`src/rtl/decode_stage.sv`:
```
// RV32I/RV32E decode stage: immediate/format decode, register file read with
// write-back bypass, and a single-entry output register toward execute.
module decode_stage #(
  parameter int XLEN = 32,
  parameter int NREG = 32
) (
  input  logic            clk,
  input  logic            rst,
  input  logic            in_valid,
  output logic            in_ready,
  input  logic [31:0]     in_inst,
  input  logic [XLEN-1:0] in_pc,
  input  logic            wb_en,
  input  logic [4:0]      wb_addr,
  input  logic [XLEN-1:0] wb_data,
  output logic            out_valid,
  input  logic            out_ready,
  output logic [XLEN-1:0] out_pc,
  output logic [XLEN-1:0] out_src1,
  output logic [XLEN-1:0] out_src2,
  output logic [4:0]      out_rs1,
  output logic [4:0]      out_rs2,
  output logic [4:0]      out_rd,
  output logic [XLEN-1:0] out_imm,
  output logic [2:0]      out_fmt,
  output logic            out_illegal
);

  localparam int AW = $clog2(NREG);
  localparam logic [5:0] NREGV = 6'(NREG);

  logic [XLEN-1:0]    regs [NREG];
  logic               capture;
  logic               wbWrite;
  logic [4:0]         rs1;
  logic [4:0]         rs2;
  logic [4:0]         rd;
  logic [2:0]         fmt;
  logic signed [31:0] imm32;
  logic               useRs1;
  logic               useRs2;
  logic               useRd;
  logic               idxIll;
  logic [XLEN-1:0]    src1;
  logic [XLEN-1:0]    src2;

  assign in_ready = ~out_valid | out_ready;
  assign capture  = in_valid & in_ready;
  assign wbWrite  = wb_en & (wb_addr != 5'd0) & ({1'b0, wb_addr} < NREGV);

  assign rs1 = in_inst[19:15];
  assign rs2 = in_inst[24:20];
  assign rd  = in_inst[11:7];

  always_comb begin
    fmt    = 3'd7;
    imm32  = '0;
    useRs1 = 1'b0;
    useRs2 = 1'b0;
    useRd  = 1'b0;
    if (in_inst[1:0] == 2'b11) begin
      case (in_inst[6:2])
        5'b00000, 5'b00100, 5'b11001, 5'b11100: begin
          fmt    = 3'd1;
          imm32  = {{20{in_inst[31]}}, in_inst[31:20]};
          useRs1 = 1'b1;
          useRd  = 1'b1;
        end
        5'b01000: begin
          fmt    = 3'd2;
          imm32  = {{20{in_inst[31]}}, in_inst[31:25], in_inst[11:7]};
          useRs1 = 1'b1;
          useRs2 = 1'b1;
        end
        5'b11000: begin
          fmt    = 3'd3;
          imm32  = {{20{in_inst[31]}}, in_inst[7], in_inst[30:25], in_inst[11:8], 1'b0};
          useRs1 = 1'b1;
          useRs2 = 1'b1;
        end
        5'b01101, 5'b00101: begin
          fmt   = 3'd4;
          imm32 = {in_inst[31:12], 12'b0};
          useRd = 1'b1;
        end
        5'b11011: begin
          fmt   = 3'd5;
          imm32 = {{12{in_inst[31]}}, in_inst[19:12], in_inst[20], in_inst[30:21], 1'b0};
          useRd = 1'b1;
        end
        5'b01100: begin
          fmt    = 3'd0;
          useRs1 = 1'b1;
          useRs2 = 1'b1;
        end
        default: ;
      endcase
    end
  end

  // Only fields the format actually uses can make an RV32E encoding illegal.
  assign idxIll = (useRs1 & ({1'b0, rs1} >= NREGV)) |
                  (useRs2 & ({1'b0, rs2} >= NREGV)) |
                  (useRd  & ({1'b0, rd}  >= NREGV));

  assign src1 = (rs1 == 5'd0) ? '0 :
                (wbWrite && wb_addr == rs1) ? wb_data : regs[rs1[AW-1:0]];
  assign src2 = (rs2 == 5'd0) ? '0 :
                (wbWrite && wb_addr == rs2) ? wb_data : regs[rs2[AW-1:0]];

  // A held entry keeps tracking write-back so execute never sees a stale operand.
  always_ff @(posedge clk) begin
    if (rst) begin
      for (int i = 0; i < NREG; i++) regs[i] <= '0;
      out_valid   <= 1'b0;
      out_pc      <= '0;
      out_src1    <= '0;
      out_src2    <= '0;
      out_rs1     <= '0;
      out_rs2     <= '0;
      out_rd      <= '0;
      out_imm     <= '0;
      out_fmt     <= '0;
      out_illegal <= 1'b0;
    end else begin
      if (wbWrite) regs[wb_addr[AW-1:0]] <= wb_data;
      if (capture) begin
        out_valid   <= 1'b1;
        out_pc      <= in_pc;
        out_src1    <= src1;
        out_src2    <= src2;
        out_rs1     <= rs1;
        out_rs2     <= rs2;
        out_rd      <= rd;
        out_imm     <= XLEN'(imm32);
        out_fmt     <= fmt;
        out_illegal <= (fmt == 3'd7) | idxIll;
      end else if (out_valid && out_ready) begin
        out_valid <= 1'b0;
      end else if (out_valid) begin
        if (wbWrite && wb_addr == out_rs1) out_src1 <= wb_data;
        if (wbWrite && wb_addr == out_rs2) out_src2 <= wb_data;
      end
    end
  end

endmodule

```
`config.mk`:
```
export PLATFORM = sky130hd
export DESIGN_NAME = decode_stage
export DESIGN_NICKNAME = d
export VERILOG_FILES = /design/src/rtl/decode_stage.sv
export SDC_FILE = /design/constraint.sdc
export NUM_CORES = 2
export LEC_CHECK = 0
export CAP_MARGIN = 20
export CORE_MARGIN = 2
export CORE_UTILIZATION = 60
export DETAILED_ROUTE_END_ITERATION = 6
export DONT_BUFFER_PORTS = 1
export HOLD_SLACK_MARGIN = 0.03
export PLACE_DENSITY_LB_ADDON = 0.08
export REMOVE_ABC_BUFFERS = 1
export SETUP_SLACK_MARGIN = 0.3
export SLEW_MARGIN = 20
export SYNTH_ARGS = -nofsm -noshare
export SYNTH_HDL_FRONTEND = slang
export SYNTH_SLANG_ARGS = --single-unit
```
`constraint.sdc`:
```
create_clock -name clk -period 6.3 [get_ports clk]
set_input_delay 0.63 -clock clk [delete_from_list [all_inputs] [get_ports clk]]
set_output_delay 0.63 -clock clk [all_outputs]
set_load 0.01 [all_outputs]
```
# Word-level counts from Yosys, hierarchy flattened

Memory sizes are Yosys's and may differ from the RTL's.
Index checks and enable logic that the tools add are counted.

Bits of input ports: 106
Register bits: 148
Bits in writable memories: 1,024
Memories: 1
Output and inout port bits: 149

Memories:

| name | depth | bits a word | rd ports | clocked after Yosys merged registers in | wr ports | RTL line | RTL |
|---|---|---|---|---|---|---|---|
| regs | 32    | 32          | 2        | 0                                       | 32       | 32       | `logic [XLEN-1:0] regs [NREG];` |

Multiplexer cells: 26
Eq/ne operators: 16
Bitwise operators: 4
Reductions and logical operators: 18

Operators by type and width:

| operator                                       | number |
|---|---|
| 2-to-1 mux 32 bit                              | 14 |
| case mux 32 bit (5 select lines)               | 1 |
| OR reduction 32 bit                            | 1 |
| == test 5 bit                                  | 4 |
| == test 5 bit (second input constant)          | 4 |
| case mux 3 bit (6 select lines)                | 1 |
| == test 5 x 4 -> 1 bit (second input constant) | 3 |
| zero test 5 bit                                | 3 |
| == test 5 x 3 -> 1 bit (second input constant) | 2 |
| 2-to-1 mux 1 bit                               | 8 |
| nonzero test 2 bit                             | 4 |
| AND reduction 3 bit                            | 2 |
| logical AND 1 bit                              | 5 |
| 2-to-1 mux 5 bit                               | 1 |
| nonzero test 5 bit                             | 1 |
| OR reduction 4 bit                             | 1 |
| == test 3 bit (second input constant)          | 1 |
| 2-to-1 mux 3 bit                               | 1 |
| bitwise AND 1 bit                              | 2 |
| == test 2 bit (second input constant)          | 1 |
| inequality test 2 bit (second input constant)  | 1 |
| OR reduction 2 bit                             | 1 |
| NOT 1 bit                                      | 1 |
| bitwise OR 1 bit                               | 1 |

# Depth between registers and ports, before layout

Word-level depth: 7
Depth in mapped cells: 8
Gate-level depth less buffers: 6

# Least setup slack after synthesis

Ideal clock, no wire load.

Path kind: input to register
Start: input port wb_addr[2]
End: memory regs[24][0], enable pin
Setup slack: 1,887 ps
Data arrival time: 3,947 ps
Stages on the path: 6
Data required time: 5,834 ps
Library setup time: 466 ps
Path buffers: 2
Cell sequence: or3_1 -> buf_2 -> o31ai_4 -> or4_1 -> buf_4 -> o21ai_0

RTL lines:

| item               | RTL line | RTL |
|---|---|---|
| start: declaration | 14       | `input logic [4:0] wb_addr,` |
| end: declaration   | 32       |  |

# Worst setup path in the final report

Start: register out_valid
End: register out_pc[24]

Cells in the longest elaborated chain, start to end: 3

RTL lines:

| item                     | RTL line | RTL |
|---|---|---|
| start: declaration       | 16       | `output logic out_valid,` |
| start signal: assignment | 115      | `out_valid <= 1'b0;` |
| start signal: assignment | 128      | `out_valid <= 1'b1;` |
| start signal: assignment | 139      | `out_valid <= 1'b0;` |
| NOT 1 bit                | 47       | `assign in_ready = ~out_valid \| out_ready;` |
| bitwise OR 1 bit         | 47       |  |
| via in_ready             | 10       | `output logic in_ready,` |
| bitwise AND 1 bit        | 48       | `assign capture = in_valid & in_ready;` |
| end signal: assignment   | 129      | `out_pc <= in_pc;` |
| end: declaration         | 18       | `output logic [XLEN-1:0] out_pc,` |

The timed path passes the listed nets, and every way through them passes these cells.
A chain may end at the register's enable or synchronous reset.

==> impl_metrics.env <==
export IMPL_cts_tree="built"
export IMPL_drive_above_1_share_pct=21.4
export IMPL_grtUsageTotal_pct=36.1
export IMPL_post_cts_resized=0
export IMPL_drtIter0Drc=5419
export IMPL_die_area_mm2=0.102
export IMPL_fin_nets=4033
export IMPL_ys_warn_count=0
export IMPL_wl_per_cell_um=34.3
export IMPL_coreArea_mm2=0.0984
export IMPL_final_max_slew_violation_count=0
export IMPL_cts_root_buf="clkbuf_16"
export IMPL_viasPerCell=7.19
export IMPL_dp_hpwl_um=102000
export IMPL_fillCellCount=6817
export IMPL_ys_ff_latch=1172
export IMPL_synth_area_mm2=0.0597
export IMPL_synthCells=4099
export IMPL_grt_max_degree=263
export IMPL_area_growth_pct=9.41
export IMPL_synthFlopType="edfxtp_1"
export IMPL_synth_cell_types=51
export IMPL_crit_start="out_valid"
export IMPL_max_stage_delay_ns=0.62
export IMPL_clk_pin_slew_ns=0.06
export IMPL_ys_top_cells_by_count="edfxtp_1 (1,024), and2_1 (998), mux4_2 (512)"
export IMPL_slew_headroom_pct=9.55
export IMPL_min_period_ns=2.91
export IMPL_grt_pass1_vias=39283
export IMPL_start_util_pct=60.6
export IMPL_place_area_mm2=0.0608
export IMPL_synth_edf_count=1024
export IMPL_path_buf_inv=3
export IMPL_die_x_um=319
export IMPL_timing_hold_violations_final=0
export IMPL_drc_errors=0
export IMPL_cp_required_ns=6.96
export IMPL_cts_buffers=121
export IMPL_crit_fanout=77
export IMPL_reg2reg_slack_ns=3.39
export IMPL_utilization_pct=66.3
export IMPL_finalCritPeriodShare_pct=46.2
export IMPL_r2r_start="out_valid"
export IMPL_drtPass1Iterations=6
export IMPL_final_area_mm2=0.0653
export IMPL_finClkSkew_ns=0.0196
export IMPL_antenna_found_initial=9
export IMPL_portBuffers=0
export IMPL_synth_seq_area_share_pct=56.5
export IMPL_register_area_mm2=0.0337
export IMPL_worstHoldStart="in_inst[17]"
export IMPL_synth_top_area_share_pct=51.5
export IMPL_grt_pass1_wl_um=265000
export IMPL_multi_input_area_mm2=0.0249
export IMPL_tightest_slew_ns=1.36
export IMPL_synth_area_leaders="edfxtp_1 (52%), mux4_2 (19%), and2_1 (10%)"
export IMPL_globalRouteOverflowTotal=0
export IMPL_syn_area_per_cell_um2=14.6
export IMPL_clk_latency_ns=0.73
export IMPL_worstPathArrival_ns=3.57
export IMPL_setup_tns_ns=0
export IMPL_clock_path_buffers=3
export IMPL_cp_cell_sequence="nor2b_1 > inv_1 > nand2_2 > buf_4 > nand2_1 > a21oi_1 > dlygate4sd3_1"
export IMPL_ir_drop_uv=390
export IMPL_finalPower_mw=18.1
export IMPL_num_vias=38304
export IMPL_grt_setup_unrepaired="no"
export IMPL_cts_sinks=1172
export IMPL_setup_viol=0
export IMPL_p_per_area_mw_per_mm2=278
export IMPL_gp_congestion=0.896
export IMPL_outcome="complete, no violations"
export IMPL_end_kind="register"
export IMPL_synth_top_cell_by_area="edfxtp_1"
export IMPL_die_y_um=319
export IMPL_drt_total_wl_um=183000
export IMPL_power_leakage_nw=22.6
export IMPL_io_pins=255
export IMPL_path_class="reg -> reg"
export IMPL_h_tree_depth=3
export IMPL_final_antenna_net_count=0
export IMPL_async_reset_ff_share_pct=0
export IMPL_yosysMostFrequentCell="edfxtp_1"
export IMPL_max_freq_ghz=0.344
export IMPL_hold_class="in -> reg"
export IMPL_timing_critical_path_slowest_stage_cell="buf_4"
export IMPL_cap_violations=0
export IMPL_start_kind="register"
export IMPL_cp_top_family="buffers and inverters"
export IMPL_rows=115
-- state kept, by name, indices dropped and copies added (netlist names), 3 cells and up --
| register | flops |
|---|---|
| out_src1 | 32 |
| out_rs1 | 5 |
| out_src2 | 32 |
| out_rd | 5 |
| out_pc | 32 |
| out_imm | 32 |
| regs | 1024 |
| out_rs2 | 5 |
| out_fmt | 3 |
-- layer usage --
metal / GRT usage, % / vias up / part of all wire [%]
li1: - / 15411 / -
met1: 47.8 / 19725 / 35
met2: 56.7 / 2705 / 47
met3: 9.32 / 461 / 13
met4: 16.7 / 2 / 5.1
met5: 0 / - / 0.0066
-- report_power, final --
part / internal, mW / total, mW / switching [mW]
sequential: 8.87 / 9.17 / 0.296
combinational: 0.800 / 1.64 / 0.843
clock: 4.23 / 7.33 / 3.10
-- worst paths after layout --
path                 to  cells after the start
max          out_pc[24]                      7
min          out_rs1[2]                      2
max reg2reg  out_pc[24]                      7
min reg2reg   out_pc[8]                      2
-- metrics by stage --
step	std cells	hold slack (ns)	setup WS (ns)
after global routing	5321	0.0495	3.26
after global placement	5054	0.488	3.02
after detailed placement	5054	0.493	2.99
after CTS	5319	0.0306	3.52
final	5324	0.0458	3.39
after floorplan	3692	0.474	1.90
-- cell usage in the layout, fill, tap and decap left out, types with 26 or more instances in the layout --
| master | n |
|---|---|
| clkinv_2 | 27 |
| a22oi_1 | 212 |
| mux2i_1 | 64 |
| o221ai_1 | 64 |
| dfxtp_1 | 148 |
| buf_4 | 74 |
| dlygate4sd3_1 | 35 |
| conb_1 | 32 |
| clkbuf_16 | 125 |
| nor2_1 | 83 |
| and2_1 | 996 |
| nand2_1 | 175 |
| a21oi_1 | 67 |
| clkinv_1 | 26 |
| mux4_2 | 512 |
| a22o_1 | 128 |
| o21ai_4 | 31 |
| edfxtp_1 | 1024 |
-- repair_timing --
action,in CTS,in global routing
endpoints found under the hold margin,107,0
buffers inserted,0,0
hold buffers,36,0
endpoints found under the setup margin,0,0
-- area by class of cell --
cell class | count | area share, %
clock inverter | 76 | 1.08
antenna | 4 | 0.0153
timing repair buffer | 112 | 1.49
tap | 1287 | 2.47
inverter | 8 | 0.0479
sequential | 1172 | 51.7
clock buffer | 153 | 5.11
multi-input combinational | 2512 | 38.1
-- logic make-up after synthesis --
logic type | Yosys count | synth area share [%]
AOI/OAI and AO/OA | 539 | 6.80
xor gates and xnor gates | 21 | 0.308
buffers and inverters | 446 | 3.01
DFF | 1172 | 56.5
muxes | 576 | 20.4
other | 1 | 0.00629
and+or+nand+nor | 1344 | 13.0
Power figures use the tool's default switching activity.
